==> src/rtl/wb_pkg.sv <==
// Shared Wishbone definitions for the bring-up fabric: bus widths, slave
// base addresses and the command-master state encoding.
package wb_pkg;

  localparam int WB_DAT_W = 32;
  localparam int WB_ADR_W = 32;
  localparam int WB_SEL_W = 4;

  localparam logic [WB_ADR_W-1:0] SRAM_BASE       = 32'h0000_0000;
  localparam logic [WB_ADR_W-1:0] WB2BYTEOUT_BASE = 32'h0002_0300;
  localparam logic [WB_ADR_W-1:0] WB2BYTEIO_BASE  = 32'h0002_0380;

  localparam logic [1:0] IDLE = 2'd0;
  localparam logic [1:0] BUS  = 2'd1;
  localparam logic [1:0] RESP = 2'd2;

  typedef enum logic [1:0] {
    ST_IDLE = IDLE,
    ST_BUS  = BUS,
    ST_RESP = RESP
  } state_t;

endpackage

==> src/rtl/wb_cmd_master_if.sv <==
// Command, response and Wishbone signals of wb_cmd_master.
// Handshakes: a transfer happens on a rising edge where valid && ready;
// the offering side holds valid and payload stable until that edge.
interface wb_cmd_master_if;
  import wb_pkg::*;

  logic                i_cmd_valid;
  logic                o_cmd_ready;
  logic                i_cmd_we;
  logic [WB_SEL_W-1:0] i_cmd_sel;
  logic [WB_ADR_W-1:0] i_cmd_adr;
  logic [WB_DAT_W-1:0] i_cmd_dat;

  logic                o_rsp_valid;
  logic                i_rsp_ready;
  logic [WB_DAT_W-1:0] o_rsp_dat;
  logic                o_rsp_we;
  logic                o_rsp_err;

  logic                o_wbm_cyc;
  logic                o_wbm_stb;
  logic                o_wbm_we;
  logic [WB_SEL_W-1:0] o_wbm_sel;
  logic [WB_ADR_W-1:0] o_wbm_adr;
  logic [WB_DAT_W-1:0] o_wbm_dat;
  logic                i_wbs_ack;
  logic [WB_DAT_W-1:0] i_wbs_dat;

  modport master (
    input  i_cmd_valid, i_cmd_we, i_cmd_sel, i_cmd_adr, i_cmd_dat,
    output o_cmd_ready,
    output o_rsp_valid, o_rsp_dat, o_rsp_we, o_rsp_err,
    input  i_rsp_ready,
    output o_wbm_cyc, o_wbm_stb, o_wbm_we, o_wbm_sel, o_wbm_adr, o_wbm_dat,
    input  i_wbs_ack, i_wbs_dat
  );

  modport slave (
    output i_cmd_valid, i_cmd_we, i_cmd_sel, i_cmd_adr, i_cmd_dat,
    input  o_cmd_ready,
    input  o_rsp_valid, o_rsp_dat, o_rsp_we, o_rsp_err,
    output i_rsp_ready,
    input  o_wbm_cyc, o_wbm_stb, o_wbm_we, o_wbm_sel, o_wbm_adr, o_wbm_dat,
    output i_wbs_ack, i_wbs_dat
  );

endinterface

==> src/rtl/wb_cmd_master.sv <==
// Wishbone classic single-transfer initiator: accepts one command, runs one
// cyc/stb cycle until ack or timeout, then returns a response.
module wb_cmd_master
  import wb_pkg::*;
#(
  parameter int TIMEOUT   = 16,
  parameter int ERR_CNT_W = 8
) (
  input  logic                 i_clk,
  input  logic                 i_rst_n,
  wb_cmd_master_if.master      bus,
  output logic                 o_busy,
  output logic [ERR_CNT_W-1:0] o_err_cnt,
  output state_t               o_state
);

  localparam int CNT_W = (TIMEOUT > 1) ? $clog2(TIMEOUT) : 1;
  localparam logic [CNT_W-1:0] CNT_LAST = CNT_W'((TIMEOUT > 0) ? TIMEOUT - 1 : 0);

  state_t                state_q, state_d;
  logic [CNT_W-1:0]      cnt_q, cnt_d;
  logic                  cyc_q, cyc_d;
  logic                  we_q, we_d;
  logic [WB_SEL_W-1:0]   sel_q, sel_d;
  logic [WB_ADR_W-1:0]   adr_q, adr_d;
  logic [WB_DAT_W-1:0]   dat_q, dat_d;
  logic [WB_DAT_W-1:0]   rsp_dat_q, rsp_dat_d;
  logic                  rsp_we_q, rsp_we_d;
  logic                  rsp_err_q, rsp_err_d;
  logic [ERR_CNT_W-1:0]  err_cnt_q, err_cnt_d;
  logic                  timeout_hit;

  // TIMEOUT == 0 disables the abort path; the counter then just wraps.
  assign timeout_hit = (TIMEOUT != 0) && (cnt_q == CNT_LAST);

  always_ff @(posedge i_clk or negedge i_rst_n) begin
    if (!i_rst_n) begin
      state_q   <= ST_IDLE;
      cnt_q     <= '0;
      cyc_q     <= 1'b0;
      we_q      <= 1'b0;
      sel_q     <= '0;
      adr_q     <= '0;
      dat_q     <= '0;
      rsp_dat_q <= '0;
      rsp_we_q  <= 1'b0;
      rsp_err_q <= 1'b0;
      err_cnt_q <= '0;
    end else begin
      state_q   <= state_d;
      cnt_q     <= cnt_d;
      cyc_q     <= cyc_d;
      we_q      <= we_d;
      sel_q     <= sel_d;
      adr_q     <= adr_d;
      dat_q     <= dat_d;
      rsp_dat_q <= rsp_dat_d;
      rsp_we_q  <= rsp_we_d;
      rsp_err_q <= rsp_err_d;
      err_cnt_q <= err_cnt_d;
    end
  end

  always_comb begin
    state_d   = state_q;
    cnt_d     = cnt_q;
    cyc_d     = cyc_q;
    we_d      = we_q;
    sel_d     = sel_q;
    adr_d     = adr_q;
    dat_d     = dat_q;
    rsp_dat_d = rsp_dat_q;
    rsp_we_d  = rsp_we_q;
    rsp_err_d = rsp_err_q;
    err_cnt_d = err_cnt_q;
    case (state_q)
      ST_IDLE: begin
        if (bus.i_cmd_valid) begin
          we_d    = bus.i_cmd_we;
          sel_d   = bus.i_cmd_sel;
          adr_d   = bus.i_cmd_adr;
          dat_d   = bus.i_cmd_we ? bus.i_cmd_dat : '0;
          cyc_d   = 1'b1;
          cnt_d   = '0;
          state_d = ST_BUS;
        end
      end
      ST_BUS: begin
        cnt_d = cnt_q + 1'b1;
        // Ack takes priority over a timeout landing on the same edge.
        if (bus.i_wbs_ack) begin
          cyc_d     = 1'b0;
          dat_d     = '0;
          rsp_dat_d = we_q ? '0 : bus.i_wbs_dat;
          rsp_we_d  = we_q;
          rsp_err_d = 1'b0;
          state_d   = ST_RESP;
        end else if (timeout_hit) begin
          cyc_d     = 1'b0;
          dat_d     = '0;
          rsp_dat_d = '0;
          rsp_we_d  = we_q;
          rsp_err_d = 1'b1;
          if (err_cnt_q != '1) err_cnt_d = err_cnt_q + 1'b1;
          state_d   = ST_RESP;
        end
      end
      ST_RESP: begin
        if (bus.i_rsp_ready) state_d = ST_IDLE;
      end
      default: state_d = ST_IDLE;
    endcase
  end

  assign bus.o_cmd_ready = (state_q == ST_IDLE);
  assign bus.o_rsp_valid = (state_q == ST_RESP);
  assign bus.o_rsp_dat   = rsp_dat_q;
  assign bus.o_rsp_we    = rsp_we_q;
  assign bus.o_rsp_err   = rsp_err_q;
  assign bus.o_wbm_cyc   = cyc_q;
  assign bus.o_wbm_stb   = cyc_q;
  assign bus.o_wbm_we    = we_q;
  assign bus.o_wbm_sel   = sel_q;
  assign bus.o_wbm_adr   = adr_q;
  assign bus.o_wbm_dat   = dat_q;
  assign o_busy          = (state_q != ST_IDLE);
  assign o_err_cnt       = err_cnt_q;
  assign o_state         = state_q;

endmodule

==> src/flat_wrapper.sv <==
// flat-port wrapper written by rule: the top's interface ports become plain ports
module wb_cmd_master_flat import wb_pkg::*;
#(
  parameter int TIMEOUT   = 16,
  parameter int ERR_CNT_W = 8
)
  (i_clk, i_rst_n, o_busy, o_err_cnt, o_state, bus_i_cmd_valid, bus_i_cmd_we, bus_i_cmd_sel, bus_i_cmd_adr, bus_i_cmd_dat, bus_o_cmd_ready, bus_o_rsp_valid, bus_o_rsp_dat, bus_o_rsp_we, bus_o_rsp_err, bus_i_rsp_ready, bus_o_wbm_cyc, bus_o_wbm_stb, bus_o_wbm_we, bus_o_wbm_sel, bus_o_wbm_adr, bus_o_wbm_dat, bus_i_wbs_ack, bus_i_wbs_dat);
  wb_cmd_master_if bus_i ();
  input  logic i_clk;
  input  logic i_rst_n;
  output logic o_busy;
  output logic [ERR_CNT_W-1:0] o_err_cnt;
  output state_t o_state;
  input wire logic [$bits(bus_i.i_cmd_valid)-1:0] bus_i_cmd_valid;
  input wire logic [$bits(bus_i.i_cmd_we)-1:0] bus_i_cmd_we;
  input wire logic [$bits(bus_i.i_cmd_sel)-1:0] bus_i_cmd_sel;
  input wire logic [$bits(bus_i.i_cmd_adr)-1:0] bus_i_cmd_adr;
  input wire logic [$bits(bus_i.i_cmd_dat)-1:0] bus_i_cmd_dat;
  output wire logic [$bits(bus_i.o_cmd_ready)-1:0] bus_o_cmd_ready;
  output wire logic [$bits(bus_i.o_rsp_valid)-1:0] bus_o_rsp_valid;
  output wire logic [$bits(bus_i.o_rsp_dat)-1:0] bus_o_rsp_dat;
  output wire logic [$bits(bus_i.o_rsp_we)-1:0] bus_o_rsp_we;
  output wire logic [$bits(bus_i.o_rsp_err)-1:0] bus_o_rsp_err;
  input wire logic [$bits(bus_i.i_rsp_ready)-1:0] bus_i_rsp_ready;
  output wire logic [$bits(bus_i.o_wbm_cyc)-1:0] bus_o_wbm_cyc;
  output wire logic [$bits(bus_i.o_wbm_stb)-1:0] bus_o_wbm_stb;
  output wire logic [$bits(bus_i.o_wbm_we)-1:0] bus_o_wbm_we;
  output wire logic [$bits(bus_i.o_wbm_sel)-1:0] bus_o_wbm_sel;
  output wire logic [$bits(bus_i.o_wbm_adr)-1:0] bus_o_wbm_adr;
  output wire logic [$bits(bus_i.o_wbm_dat)-1:0] bus_o_wbm_dat;
  input wire logic [$bits(bus_i.i_wbs_ack)-1:0] bus_i_wbs_ack;
  input wire logic [$bits(bus_i.i_wbs_dat)-1:0] bus_i_wbs_dat;
  assign bus_i.i_cmd_valid = bus_i_cmd_valid;
  assign bus_i.i_cmd_we = bus_i_cmd_we;
  assign bus_i.i_cmd_sel = bus_i_cmd_sel;
  assign bus_i.i_cmd_adr = bus_i_cmd_adr;
  assign bus_i.i_cmd_dat = bus_i_cmd_dat;
  assign bus_o_cmd_ready = bus_i.o_cmd_ready;
  assign bus_o_rsp_valid = bus_i.o_rsp_valid;
  assign bus_o_rsp_dat = bus_i.o_rsp_dat;
  assign bus_o_rsp_we = bus_i.o_rsp_we;
  assign bus_o_rsp_err = bus_i.o_rsp_err;
  assign bus_i.i_rsp_ready = bus_i_rsp_ready;
  assign bus_o_wbm_cyc = bus_i.o_wbm_cyc;
  assign bus_o_wbm_stb = bus_i.o_wbm_stb;
  assign bus_o_wbm_we = bus_i.o_wbm_we;
  assign bus_o_wbm_sel = bus_i.o_wbm_sel;
  assign bus_o_wbm_adr = bus_i.o_wbm_adr;
  assign bus_o_wbm_dat = bus_i.o_wbm_dat;
  assign bus_i.i_wbs_ack = bus_i_wbs_ack;
  assign bus_i.i_wbs_dat = bus_i_wbs_dat;
  wb_cmd_master #(.TIMEOUT(TIMEOUT), .ERR_CNT_W(ERR_CNT_W)) u_core (.i_clk(i_clk), .i_rst_n(i_rst_n), .bus(bus_i), .o_busy(o_busy), .o_err_cnt(o_err_cnt), .o_state(o_state));
endmodule
==> config.mk <==
export PLATFORM = sky130hd
export DESIGN_NAME = wb_cmd_master_flat
export DESIGN_NICKNAME = d
export VERILOG_FILES = /design/src/rtl/wb_pkg.sv /design/src/rtl/wb_cmd_master_if.sv /design/src/rtl/wb_cmd_master.sv /design/src/flat_wrapper.sv
export SDC_FILE = /design/constraint.sdc
export NUM_CORES = 1
export LEC_CHECK = 0
export ABC_AREA = 1
export CAP_MARGIN = 20
export CORE_ASPECT_RATIO = 1.1
export CORE_MARGIN = 2
export CORE_UTILIZATION = 44
export CTS_CLUSTER_DIAMETER = 80
export DETAILED_ROUTE_END_ITERATION = 10
export PLACE_DENSITY = 0.94
export SLEW_MARGIN = 5
export SYNTH_ARGS = -nofsm -noshare
export SYNTH_HDL_FRONTEND = slang
export SYNTH_SLANG_ARGS = --single-unit
==> constraint.sdc <==
create_clock -name i_clk -period 2 [get_ports i_clk]
set_input_delay 0.4 -clock i_clk [delete_from_list [all_inputs] [get_ports i_clk]]
set_output_delay 0.4 -clock i_clk [all_outputs]
set_load 0.005 [all_outputs]
==> summary.txt <==
Run status
  • Status: completed

Critical path
  • Worst path slowest cell: clkdlybuf4s50_1
  • Required time of the critical path: 1.60 ns
  • Critical path class: register to primary output
  • Reg2Reg Depth: 7
  • Flop-to-flop setup slack: 0.27 ns
  • CP bufs+invs: 1
  • FF-to-FF Start: u_core.cnt_q[0]
  • Arrival @ worst endpoint: 1.56 ns
  • Critical path depth: 2
  • FF-to-FF End: u_core.o_err_cnt[7]
  • Crit end category: primary output
  • CP startpoint kind: register
  • CP cell instances: nor2_4, clkdlybuf4s50_1
  • Delay-heaviest family, CP: buffers and inverters
  • Slowest stage delay, CP: 0.52 ns
  • Critical Path Fanout Max: 5

Floorplan
  • Die span in y: 113 um
  • Row count: 39
  • Io pins: 224
  • Initial cell density of the core: 45.7%
  • Die area: 11700 um2
  • Die width: 103 um
  • Core area: 10500 um2

Placed design
  • Placed Cells: 902
  • Post-DP Area: 7220 um2
  • RePlAce Congestion: 0.833
  • Setup WS pre-CTS: 0.236 ns
  • Buffers on Ports: 223
  • DP HPWL: 9880 um

Global route
  • Largest net degree at the start of global routing: 119
  • GRT overflow: 0
  • Initial antenna violation count: 0
  • First-pass GRT wire length: 22700 um
  • Vias in the first global route: 4860
  • Global Route Usage Sum: 25.2%

Logic synthesis
  • Yosys top cell area share: 61.6%
  • Synth Area in Simple Gates: 31.9%
  • Netlist cell types: 22
  • Yosys top cell by area: dfrtp_1
  • Post-synthesis mux area share: 0%
  • Largest family of logic cells by synthesized area: simple AND/OR/NAND/NOR gates
  • Synthesized area: 4790 um2
  • Synth Warn #: 0
  • Mapped Nets: 662
  • Yosys reg bits: 118
  • Post-Synth XOR/XNOR Area: 0.548%
  • Avg Cell Area, Syn: 8.65 um2
  • Ranking of synthesized cells by area: dfrtp_1, nand2_1, nand3_1
  • Synth Area in Compound Gates: 1.31%
  • Post-Syn Instances: 554
  • Register area share after synthesis: 61.6%
  • Post-Synth Adder-Cell Area: 0.522%

STA
  • Post-route minimum period: 1.96 ns
  • Slew Viols, Final: 0
  • Final Worst Setup Slack: 0.0429 ns
  • Final-report hold violation count: 0
  • Fmax: 511 MHz
  • Final worst-path cycle share: 97.9%
  • Tightest Pin Transition: 0.638 ns
  • Worst slew margin: 57.5%
  • Clock skew: 0.00886 ns
  • Setup violators final: 0
  • RSZ-0062 raised after global routing: false
  • Setup_tns: 0 ns

Min path
  • Worst min path class: input port to asynchronous set/reset pin

Power and ir drop
  • Max VDD drop: 0.747 mV
  • P per Cell Area: 1440 nW/um2
  • Total power: 11.3 mW
  • Lkg Pwr: 3.87 nW

CTS
  • Clk Latency, worst-skew pair: 0.41 ns
  • Clk buf depth: 2
  • Hold buffers post-CTS: 0
  • CTS tree: done
  • Clock transition at the registers of the reported paths: 0.05 ns
  • Num CTS Buffers: 17
  • Root Buffer Master: clkbuf_16
  • Clock H-tree levels: 4
  • # clock sinks: 118

Cells and area
  • Share of post-route cells with drive strength above 1: 7.07%
  • Multi-input gate area: 1660 um2
  • FF+latch area: 2960 um2
  • Post-Layout Cell Count: 935
  • Final nets: 887
  • Fill count: 705
  • Most frequent cells in the layout: nand2_1, clkdlybuf4s50_1, dfrtp_1
  • Most common cell after layout, fill and taps aside: nand2_1
  • P&R area growth vs syn: 64.5%
  • Finished Cell Area: 7880 um2
  • Number of diodes: 0

Drt
  • DR vias/cell: 5.00
  • DRT Pass-1 Iters: 5
  • Routed WL: 14400 um
  • DRC violations left: 0
  • Vias: 4675
  • Starting DRT DRC Count: 295
  • Routed Antenna Nets: 0
  • WL/cell: 15.4 um

Job
  • Max-Cap Viols: 0
==> per-stage QoR <==
step	utilization (%)	hold slack [ns]
after floorplan	-	0.104
after global placement	68.8	0.458
after detailed placement	68.8	0.464
after CTS	75.1	0.111
after global routing	75.1	0.132
final	75.1	0.0402
==> worst reg2reg max path: cells and delay by family, from the launching register on <==
| family | cells | cell delay, ns |
|---|---|---|
| adder cells (fa/ha/maj) | 1 | 0.21 |
| AND/OR/NAND/NOR | 6 | 1.06 |
| flip-flops | 1 | 0.40 |
==> routing by layer <==
| layer | part of all wire [%] | wire (um) | track usage (%) | up-vias |
|---|---|---|---|---|
| li1 | - | - | - | 2184 |
| met1 | 37 | 5320 | 28.4 | 2211 |
| met2 | 53 | 7650 | 43.7 | 237 |
| met3 | 6.6 | 948 | 5.70 | 43 |
| met4 | 3.3 | 478 | 13.3 | 0 |
| met5 | 0 | 0 | 0 | - |
==> cells by family after synthesis <==
| kind of cell | count (synthesis) |
|---|---|
| buf+inv | 43 |
| compound gates | 10 |
| simple gates | 378 |
| flops | 118 |
| xor+xnor | 3 |
| fa+ha+maj | 2 |
==> worst max-delay path by stage <==
stage	slack, ns	endpoint	start
floorplan	0.59	u_core.bus.o_rsp_dat[16]	u_core.cnt_q[0]
global placement	0.33	u_core.bus.o_wbm_adr[6]	bus_i_cmd_valid
detailed placement	0.24	u_core.o_err_cnt[3]	bus_i_wbs_ack
CTS	0.02	bus_o_cmd_ready	u_core.o_state[0]
global route	0.003	bus_o_cmd_ready	u_core.o_state[0]
finish	0.04	bus_o_cmd_ready	u_core.o_state[0]
==> cell type report <==
| class | instances | area share, % |
|---|---|---|
| timing repair buffer | 234 | 30.3 |
| multi-input combinational | 393 | 21.0 |
| clock buffer | 20 | 5.67 |
| inverter | 15 | 0.714 |
| tap | 143 | 2.27 |
| clock inverter | 12 | 2.56 |
| sequential | 118 | 37.5 |
==> power by group <==
group / switching (mW) / leakage, nW / internal [mW] / total, mW
registers: 0.587 / 1.54 / 3.31 / 3.90
clock network: 1.06 / 0.310 / 2.24 / 3.31
logic: 1.78 / 2.03 / 2.34 / 4.13
total: 3.43 / 3.87 / 7.90 / 11.3
==> what timing repair did <==
item | in CTS | in global routing
gates resized for setup | 3 | 0
endpoints found under the setup margin | 2 | 1
setup buffers | 0 | 1
==> registers in the layout, summed over array words and instances, names as in the netlist, 2 cells and up <==
| name | count |
|---|---|
| u_core.bus.o_rsp_dat | 32 |
| u_core.bus.o_wbm_adr | 32 |
| u_core.bus.o_wbm_dat | 32 |
| u_core.bus.o_wbm_sel | 4 |
| u_core.cnt_q | 4 |
| u_core.o_err_cnt | 8 |
| u_core.o_state | 2 |
==> synth_stat cells <==
| cell type | number |
|---|---|
| o21bai_1 | 1 |
| ha_1 | 2 |
| buf_2 | 19 |
| o21ai_0 | 6 |
| nand2_2 | 1 |
| nor2_1 | 11 |
| nand3_1 | 73 |
| inv_1 | 12 |
| nor2_2 | 4 |
| or2_2 | 1 |
| o21ai_2 | 1 |
| dfrtp_1 | 118 |
| a21oi_2 | 1 |
| buf_6 | 1 |
| clkbuf_1 | 7 |
| xor2_1 | 1 |
| nand2_1 | 287 |
| o31ai_1 | 1 |
| nand4_1 | 1 |
| buf_4 | 1 |
| inv_2 | 3 |
| xnor2_1 | 2 |
No activity file was read; power rests on OpenSTA's default activity.
